`src/rtl/region_colour_probe.sv`:
```
// Scans a w x h framebuffer region column-major, one read per cycle, and reports the first pixel equal to target.
// Latency: done n+1 cycles after start, or k+2 after a match at pixel k; start is ignored while busy.
module region_colour_probe #(
    parameter int SCR_W = 360,
    parameter int SCR_H = 240
) (
    input  logic       clk_i,
    input  logic       rst_i,
    input  logic       start_i,
    input  logic [8:0] x0_i,
    input  logic [7:0] y0_i,
    input  logic [5:0] w_i,
    input  logic [5:0] h_i,
    input  logic [2:0] target_i,
    output logic       rd_en_o,
    output logic [8:0] rd_x_o,
    output logic [7:0] rd_y_o,
    input  logic [2:0] rd_colour_i,
    output logic       busy_o,
    output logic       done_o,
    output logic       hit_o,
    output logic [8:0] hit_x_o,
    output logic [7:0] hit_y_o
);

    typedef enum logic [1:0] {IDLE, SCAN, DRAIN} state_t;

    state_t     state_q, state_d;
    logic [8:0] x0_q, x0_d;
    logic [7:0] y0_q, y0_d;
    logic [5:0] w_q, w_d, h_q, h_d;
    logic [2:0] tgt_q, tgt_d;
    logic [5:0] i_q, i_d, j_q, j_d;
    logic       rd_en_q, rd_en_d;
    logic [8:0] rd_x_q, rd_x_d;
    logic [7:0] rd_y_q, rd_y_d;
    logic       vld_q, vld_d;
    logic [8:0] vx_q, vx_d;
    logic [7:0] vy_q, vy_d;
    logic       done_q, done_d;
    logic       hit_q, hit_d;
    logic [8:0] hit_x_q, hit_x_d;
    logic [7:0] hit_y_q, hit_y_d;

    logic       col_end, last_slot, match;
    logic [5:0] nxt_i, nxt_j;
    logic [9:0] sum_x;
    logic [8:0] sum_y;

    function automatic logic on_screen(input logic [9:0] x, input logic [8:0] y);
        return (x < 10'(SCR_W)) && (y < 9'(SCR_H));
    endfunction

    assign col_end   = (j_q == h_q - 6'd1);
    assign last_slot = col_end && (i_q == w_q - 6'd1);
    assign nxt_i     = col_end ? i_q + 6'd1 : i_q;
    assign nxt_j     = col_end ? 6'd0 : j_q + 6'd1;
    assign sum_x     = {1'b0, x0_q} + {4'd0, nxt_i};
    assign sum_y     = {1'b0, y0_q} + {3'd0, nxt_j};
    // Only data tagged by the delayed read strobe may match; idle-bus values never count.
    assign match     = vld_q && (rd_colour_i == tgt_q);

    always_comb begin
        state_d = state_q;
        x0_d    = x0_q;
        y0_d    = y0_q;
        w_d     = w_q;
        h_d     = h_q;
        tgt_d   = tgt_q;
        i_d     = i_q;
        j_d     = j_q;
        rd_en_d = 1'b0;
        rd_x_d  = rd_x_q;
        rd_y_d  = rd_y_q;
        vld_d   = rd_en_q;
        vx_d    = rd_x_q;
        vy_d    = rd_y_q;
        done_d  = 1'b0;
        hit_d   = hit_q;
        hit_x_d = hit_x_q;
        hit_y_d = hit_y_q;
        case (state_q)
            IDLE: begin
                if (start_i) begin
                    x0_d    = x0_i;
                    y0_d    = y0_i;
                    w_d     = w_i;
                    h_d     = h_i;
                    tgt_d   = target_i;
                    i_d     = 6'd0;
                    j_d     = 6'd0;
                    hit_d   = 1'b0;
                    hit_x_d = 9'd0;
                    hit_y_d = 8'd0;
                    if (w_i == 6'd0 || h_i == 6'd0) begin
                        state_d = DRAIN;
                    end else begin
                        state_d = SCAN;
                        rd_en_d = on_screen({1'b0, x0_i}, {1'b0, y0_i});
                        rd_x_d  = x0_i;
                        rd_y_d  = y0_i;
                    end
                end
            end
            SCAN: begin
                if (match) begin
                    hit_d   = 1'b1;
                    hit_x_d = vx_q;
                    hit_y_d = vy_q;
                    done_d  = 1'b1;
                    vld_d   = 1'b0;
                    state_d = IDLE;
                end else if (last_slot) begin
                    state_d = DRAIN;
                end else begin
                    i_d     = nxt_i;
                    j_d     = nxt_j;
                    rd_en_d = on_screen(sum_x, sum_y);
                    rd_x_d  = sum_x[8:0];
                    rd_y_d  = sum_y[7:0];
                end
            end
            DRAIN: begin
                if (match) begin
                    hit_d   = 1'b1;
                    hit_x_d = vx_q;
                    hit_y_d = vy_q;
                end
                done_d  = 1'b1;
                vld_d   = 1'b0;
                state_d = IDLE;
            end
            default: state_d = IDLE;
        endcase
    end

    always_ff @(posedge clk_i) begin
        if (rst_i) begin
            state_q <= IDLE;
            x0_q    <= '0;
            y0_q    <= '0;
            w_q     <= '0;
            h_q     <= '0;
            tgt_q   <= '0;
            i_q     <= '0;
            j_q     <= '0;
            rd_en_q <= 1'b0;
            rd_x_q  <= '0;
            rd_y_q  <= '0;
            vld_q   <= 1'b0;
            vx_q    <= '0;
            vy_q    <= '0;
            done_q  <= 1'b0;
            hit_q   <= 1'b0;
            hit_x_q <= '0;
            hit_y_q <= '0;
        end else begin
            state_q <= state_d;
            x0_q    <= x0_d;
            y0_q    <= y0_d;
            w_q     <= w_d;
            h_q     <= h_d;
            tgt_q   <= tgt_d;
            i_q     <= i_d;
            j_q     <= j_d;
            rd_en_q <= rd_en_d;
            rd_x_q  <= rd_x_d;
            rd_y_q  <= rd_y_d;
            vld_q   <= vld_d;
            vx_q    <= vx_d;
            vy_q    <= vy_d;
            done_q  <= done_d;
            hit_q   <= hit_d;
            hit_x_q <= hit_x_d;
            hit_y_q <= hit_y_d;
        end
    end

    assign rd_en_o = rd_en_q;
    assign rd_x_o  = rd_x_q;
    assign rd_y_o  = rd_y_q;
    assign busy_o  = (state_q != IDLE);
    assign done_o  = done_q;
    assign hit_o   = hit_q;
    assign hit_x_o = hit_x_q;
    assign hit_y_o = hit_y_q;

endmodule

```
`config.mk`:
```
export PLATFORM = sky130hd
export DESIGN_NAME = region_colour_probe
export DESIGN_NICKNAME = d
export VERILOG_FILES = /design/src/rtl/region_colour_probe.sv
export SDC_FILE = /design/constraint.sdc
export NUM_CORES = 1
export LEC_CHECK = 0
export BUFFER_PORTS_ARGS = -buffer_cell sky130_fd_sc_hd__buf_4
export CAP_MARGIN = 30
export CORE_ASPECT_RATIO = 0.75
export CORE_MARGIN = 3
export CORE_UTILIZATION = 61
export CTS_CLUSTER_DIAMETER = 50
export DETAILED_ROUTE_END_ITERATION = 8
export PLACE_DENSITY = 0.85
export SETUP_SLACK_MARGIN = 0.2
export SLEW_MARGIN = 15
export SYNTH_ARGS = -nofsm -noshare
export SYNTH_HDL_FRONTEND = slang
export SYNTH_SLANG_ARGS = --single-unit
```
`constraint.sdc`:
```
create_clock -name clk_i -period 7.3 [get_ports clk_i]
set_input_delay 1.095 -clock clk_i [delete_from_list [all_inputs] [get_ports clk_i]]
set_output_delay 1.095 -clock clk_i [all_outputs]
set_load 0.01 [all_outputs]
```
==> impl_metrics.env, run 1 <==
export IMPL_syn_area_per_cell_um2=8.31
export IMPL_synth_ff_type="dfxtp_1"
export IMPL_initial_core_util_pct=64.9
export IMPL_vias=4415
export IMPL_grt_pass1_wl_um=20300
export IMPL_drc_errors=0
export IMPL_crit_slowest_cell="dfxtp_1"
export IMPL_rr_worst_depth=17
export IMPL_path_clk_slew_ns=0.09
export IMPL_fin_crit_sh_pct=55.5
export IMPL_design_area_um2=5710
export IMPL_dpl_worst_slack_ns=3.31
export IMPL_cts_tree="yes"
export IMPL_insertion_delay_ns=0.37
export IMPL_slew_viol_final=0
export IMPL_worst_slack_ns=3.25
export IMPL_setup_viol=0
export IMPL_outcome="finished, final reports clean"
export IMPL_max_stage_delay_ns=0.40
export IMPL_dr_first_iter_drc_count=340
export IMPL_fill_cells=579
export IMPL_ys_warn_count=0
export IMPL_via_per_inst=5.82
export IMPL_htreeDepth=3
export IMPL_grt_max_degree=97
export IMPL_worstHoldPathCells=2
export IMPL_timing_setup_tns_ns=0
export IMPL_antenna_found_initial=0
export IMPL_ir_drop_mv=0.158
export IMPL_final_hold_viol_count=0
export IMPL_syn_area_um2=4910
export IMPL_post_cts_resize_count=0
export IMPL_io_buffers=75
export IMPL_slew_limit_headroom_pct=36.7
export IMPL_ys_types=65
export IMPL_syn_num_nets=649
export IMPL_synth_seq_area_share_pct=41.2
export IMPL_critPathArrivalTime_ns=4.34
export IMPL_clock_skew_ns=0.00693
export IMPL_start_kind="flop"
export IMPL_drtPass1Iterations=5
export IMPL_fp_dieH_um=83.7
export IMPL_die_area_um2=9170
export IMPL_dieWidth_um=110
export IMPL_cts_root_buf="clkbuf_8"
export IMPL_io_pins=76
export IMPL_fmax_mhz=247
export IMPL_cap_violations=0
export IMPL_min_delay_path_class="reg2reg"
export IMPL_worstPathMaxFanout=6
export IMPL_core_rowCount=27
export IMPL_cts_buffers=9
export IMPL_drive_gt1_share_pct=17.4
export IMPL_areaGrowthSynthToFinish_pct=16.3
export IMPL_async_flop_share_pct=0
export IMPL_hpwl_um=9060
export IMPL_gp_congestion=0.936
export IMPL_overflow=0
export IMPL_post_cts_buffers=0
export IMPL_crit_type="reg2reg"
export IMPL_worst_pin_slew_ns=0.949
export IMPL_cp_end_kind="flop"
export IMPL_cts_hold_buf=0
export IMPL_track_usage_pct=28.0
export IMPL_synth_edff_count=0
export IMPL_fin_crit_ns=4.05
export IMPL_wl_per_cell_um=16.4
export IMPL_finalPower_mw=1.31
export IMPL_crit_required_ns=7.59
export IMPL_grt_pass1_vias=4176
export IMPL_cts_sinks=101
export IMPL_leakagePower_nw=2.41
export IMPL_postSynthRegisterBits=101
export IMPL_nets=710
export IMPL_path_cells="inv_1, ha_1, nand2b_1, o211a_1, o31ai_4, nand2_1, xnor2_1, ha_1, fa_1, a21o_1, a21oi_1, o21bai_1, a21oi_1, xnor2_1, a311oi_1, o2111ai_1, a2bb2oi_1"
export IMPL_clock_path_buffers=2
export IMPL_syn_inst=591
export IMPL_core_um2=7570
export IMPL_place_inst=741
export IMPL_n_antenna_cell=0
export IMPL_fin_cells=758
export IMPL_grt_setup_unrepaired="no"
export IMPL_wirelength_um=12400
export IMPL_antenna_left=0
export IMPL_power_density_nw_per_um2=229
export IMPL_dpl_cell_area_um2=5510
## final timing paths
kind,end,startpoint,slack (ns)
worst min register to register,hit_y_o[0],hit_y_o[0],0.46
worst min-delay path,hit_y_o[0],hit_y_o[0],0.46
worst max-delay path,rd_en_o,h_q[0],3.25
worst max register to register,rd_en_o,h_q[0],3.25
## synth_stat cells, types with 4 or more instances
master,instances,area (um2)
a211oi_1,9,67.6
a21o_1,5,37.5
a21oi_1,71,355
a22oi_1,11,82.6
and2_1,5,31.3
buf_2,4,20.0
clkbuf_1,22,82.6
dfxtp_1,101,2020
ha_1,18,225
inv_1,18,67.6
mux2i_1,9,90.1
nand2_1,112,420
nand2b_1,6,37.5
nand3_1,25,125
nand4_1,7,43.8
nor2_1,37,139
nor2b_1,20,125
nor3_1,5,25.0
o211ai_1,4,30.0
o21ai_0,8,40.0
xnor2_1,21,184
xor2_1,15,131
## through the flow
stage          hold slack [ns]  util (%)
5_1_grt                  0.472      75.5
4_1_cts                  0.457      75.3
3_3_place_gp             0.438      72.8
2_1_floorplan            0.441         -
6_report                 0.456      75.5
3_5_place_dp             0.445      72.8
## per-layer routing
layer  vias up  GRT usage, %  share of wire (%)
met5         -             0                  0
met3        18          8.04                9.6
met1      2060          39.6                 45
met2       177          42.3                 45
met4         0          6.00                1.2
li1       2160             -                  -
## cell usage in the layout, fill, tap and decap left out, drive strengths merged, types with 3 or more instances in the layout
master  synthesis  layout
inv            18      18
nor3            6       6
o21bai          3       3
a22oi          12      12
nor2b          20      20
nand2b          6       6
xnor2          21      21
xor2           15      15
mux2i           9       9
a311oi          3       3
o211ai          4       4
nor2           38      38
a21o            6       6
nand2         112     112
nand4           8       8
dfxtp         101     101
buf             8      80
a21oi          71      71
clkbuf         22      14
or2             4       4
and2            6       6
nand3          25      25
o211a           3       3
a211oi         10      10
o21ai          10      10
ha             18      18
## cell type report
| type | count | area, um2 | share of cell area, % |
|---|---|---|---|
| Clock inverter | 2 | 16.3 | 0.285 |
| Timing Repair Buffer | 80 | 608 | 10.6 |
| Multi-Input combinational cell | 441 | 2700 | 47.2 |
| Sequential cell | 101 | 2020 | 35.4 |
| Tap cell | 101 | 126 | 2.21 |
| Clock buffer | 14 | 173 | 3.02 |
| Inverter | 19 | 71.3 | 1.25 |
## where the power goes
part | switching, mW | leakage, nW | internal (mW)
logic | 0.198 | 1.49 | 0.133
registers | 0.0386 | 0.825 | 0.600
clock network | 0.184 | 0.0929 | 0.153
## worst max-delay path: cells and delay by family, from the launching register on
kind | cells | cell delay (ns)
AOI/OAI and AO/OA | 9 | 1.88
and+or+nand+nor | 2 | 0.42
adders and majority gates | 3 | 0.87
xor gates and xnor gates | 2 | 0.34
DFF | 1 | 0.40
buffers and inverters | 1 | 0.07
## flip-flops by register name, summed over array words and instances, names as in the netlist, 2 cells and up
| signal | cells |
|---|---|
| i_q | 6 |
| w_q | 6 |
| rd_y_o | 8 |
| hit_x_o | 9 |
| j_q | 6 |
| x0_q | 9 |
| rd_x_o | 9 |
| hit_y_o | 8 |
| h_q | 6 |
| y0_q | 8 |
| tgt_q | 3 |
| vx_q | 9 |
| vy_q | 8 |
| state_q | 2 |
## cell families after synthesis
kind of cell / after synthesis / share of synthesized area, %
compound gates: 140 / 18.8
simple gates: 235 / 22.2
flops: 101 / 41.2
mux: 10 / 2.06
xor+xnor: 36 / 6.42
buf+inv: 49 / 3.92
fa+ha+maj: 20 / 5.40
Power figures use the tool's default switching activity.
==> run 2: changes to the inputs <==
Settings changed: CORE_UTILIZATION 61 to 57, PLACE_DENSITY 0.85 to 0.8.
Clock period 7.3 ns to 4.2 ns, I/O delays scaled along.
==> run 2 against run 1 <==
Net effect:
- count of clock-buffer cells in the layout fell by 5
- flip-flop and latch count stayed put
- first-iteration DRC count up 2.4%
- fmax up 6.5%
- die area up 6.6%
- utilization fell by 3.3 points
- clock skew decreased by 0.0016 ns
- final cell count is 1.2% higher
- critical path depth stayed put
- largest cell class unchanged
- highest routed layer unchanged
==> impl_metrics.env, run 2 (synthesis results as in run 1) <==
export IMPL_outcome="finished, final reports clean"
export IMPL_cts_sinks=101
export IMPL_nets=715
export IMPL_pwr_share_clk_pct=33.0
export IMPL_min_delay_path_class="reg2reg"
export IMPL_ir_drop_mv=0.308
export IMPL_slew_viol_final=0
export IMPL_leakagePower_nw=2.49
export IMPL_crit_type="reg2reg"
export IMPL_antenna_found_initial=0
export IMPL_path_clk_slew_ns=0.07
export IMPL_dieWidth_um=113
export IMPL_initial_core_util_pct=60.4
export IMPL_crit_buf_inv=1
export IMPL_grt_setup_unrepaired="no"
export IMPL_htreeDepth=3
export IMPL_cts_root_buf="clkbuf_16"
export IMPL_dr_first_iter_drc_count=348
export IMPL_via_per_inst=5.73
export IMPL_regArea_um2=2020
export IMPL_grt_max_degree=59
export IMPL_io_buffers=75
export IMPL_wirelength_um=12400
export IMPL_track_usage_pct=26.0
export IMPL_intPower_mw=1.74
export IMPL_slew_limit_headroom_pct=44.0
export IMPL_timing_setup_tns_ns=0
export IMPL_die_area_um2=9780
export IMPL_final_common_cell="nand2_1"
export IMPL_antenna_left=0
export IMPL_drtPass1Iterations=5
export IMPL_finalPower_mw=2.52
export IMPL_final_cell_mix="111 x nand2_1, 100 x dfxtp_1, 85 x buf_4"
export IMPL_setup_viol=0
export IMPL_core_rowCount=28
export IMPL_drive_gt1_share_pct=18.7
export IMPL_p_seq_share_pct=44.0
export IMPL_core_um2=8130
export IMPL_wl_per_cell_um=16.1
export IMPL_fin_crit_sh_pct=90.5
export IMPL_grt_pass1_wl_um=20200
export IMPL_cts_buffers=9
export IMPL_cap_violations=0
export IMPL_gp_congestion=0.896
export IMPL_clock_path_buffers=2
export IMPL_power_switching_mw=0.771
export IMPL_fill_cells=652
export IMPL_vias=4398
export IMPL_cts_tree="yes"
export IMPL_areaGrowthSynthToFinish_pct=19.5
export IMPL_dpl_worst_slack_ns=0.228
export IMPL_start_kind="flop"
export IMPL_insertion_delay_ns=0.34
export IMPL_drc_errors=0
export IMPL_max_stage_delay_ns=0.38
export IMPL_cp_end_kind="flop"
export IMPL_grt_pass1_vias=4164
export IMPL_hpwl_um=9090
export IMPL_fp_dieH_um=86.4
export IMPL_fmax_mhz=263
export IMPL_overflow=0
export IMPL_clock_skew_ns=0.00533
export IMPL_io_pins=76
export IMPL_multi_input_area_um2=2710
export IMPL_combPwrFrac_pct=23.0
export IMPL_critPathArrivalTime_ns=4.03
export IMPL_utilization_pct=72.2
export IMPL_worst_slack_ns=0.397
export IMPL_n_antenna_cell=0
export IMPL_crit_slowest_cell="dfxtp_1"
export IMPL_crit_required_ns=4.43
export IMPL_path_cells="inv_1, ha_1, nand2b_1, o211a_1, o31ai_4, and2_2, nand2_1, xnor2_1, ha_1, a21o_1, a21oi_1, o21bai_1, a21oi_1, xnor2_1, a311oi_2, o2111ai_1, a2bb2oi_1"
export IMPL_worstPathMaxFanout=7
export IMPL_swShare_pct=30.7
export IMPL_worst_path_dominant_cell_family="compound AO/OA/AOI/OAI gates"
export IMPL_power_density_nw_per_um2=429
export IMPL_worst_pin_slew_ns=0.838
export IMPL_final_hold_viol_count=0
export IMPL_fin_crit_ns=3.80
-- run 2: repair_timing --
action                                  CTS  global route
buffers inserted                          0             2
endpoints found under the setup margin    1             4
hold buffers                              0             0
pin swaps                                 0             2
gates resized for setup                   1             2
-- run 2: layout make-up --
cell class,count,share of cell area [%]
Clock inverter,7,1.26
Multi-Input combinational cell,441,46.1
Tap cell,105,2.24
Timing Repair Buffer,85,10.9
Clock buffer,9,3.84
Inverter,19,1.22
Sequential cell,101,34.5
-- run 2: worst paths after layout --
check	end	from	cells past startpoint	slack, ns
setup / recovery	rd_en_o	h_q[1]	17	0.40
hold / removal	hit_y_o[5]	hit_y_o[5]	2	0.45
setup reg to reg	rd_en_o	h_q[1]	17	0.40
hold reg to reg	hit_y_o[5]	hit_y_o[5]	2	0.45
-- run 2: power groups by stage --
stage	registers (mW)	logic (mW)	clock network (mW)
after floorplan	1.13	0.358	0
after global placement	1.12	0.547	0
after detailed placement	1.13	0.567	0
after CTS	1.11	0.572	0.843
after global routing	1.12	0.637	0.892
final	1.11	0.578	0.831
-- run 2: worst register-to-register path, cell delays in order (launching register included) --
cell	delay, ns
dfxtp_1	0.38
inv_1	0.06
ha_1	0.22
nand2b_1	0.18
o211a_1	0.16
o31ai_4	0.30
and2_2	0.30
nand2_1	0.10
xnor2_1	0.25
ha_1	0.32
a21o_1	0.19
a21oi_1	0.22
o21bai_1	0.11
a21oi_1	0.22
xnor2_1	0.20
a311oi_2	0.14
o2111ai_1	0.24
a2bb2oi_1	0.09
-- run 2: metal layers --
metal | up-vias | wire [um] | share of wire, % | GRT usage (%)
met4 | 0 | 180 | 1.5 | 7.64
met3 | 19 | 953 | 7.7 | 7.33
met2 | 152 | 5640 | 46 | 41.5
met5 | - | 0 | 0 | 0
li1 | 2166 | - | - | -
met1 | 2061 | 5580 | 45 | 34.6
-- run 2: metrics by stage --
stage,cell area (um2),std cells,hold WS (ns)
2_1_floorplan,4910,591,0.441
3_3_place_gp,5540,749,0.438
3_5_place_dp,5540,749,0.446
4_1_cts,5850,765,0.455
5_1_grt,5870,767,0.480
6_report,5870,767,0.450
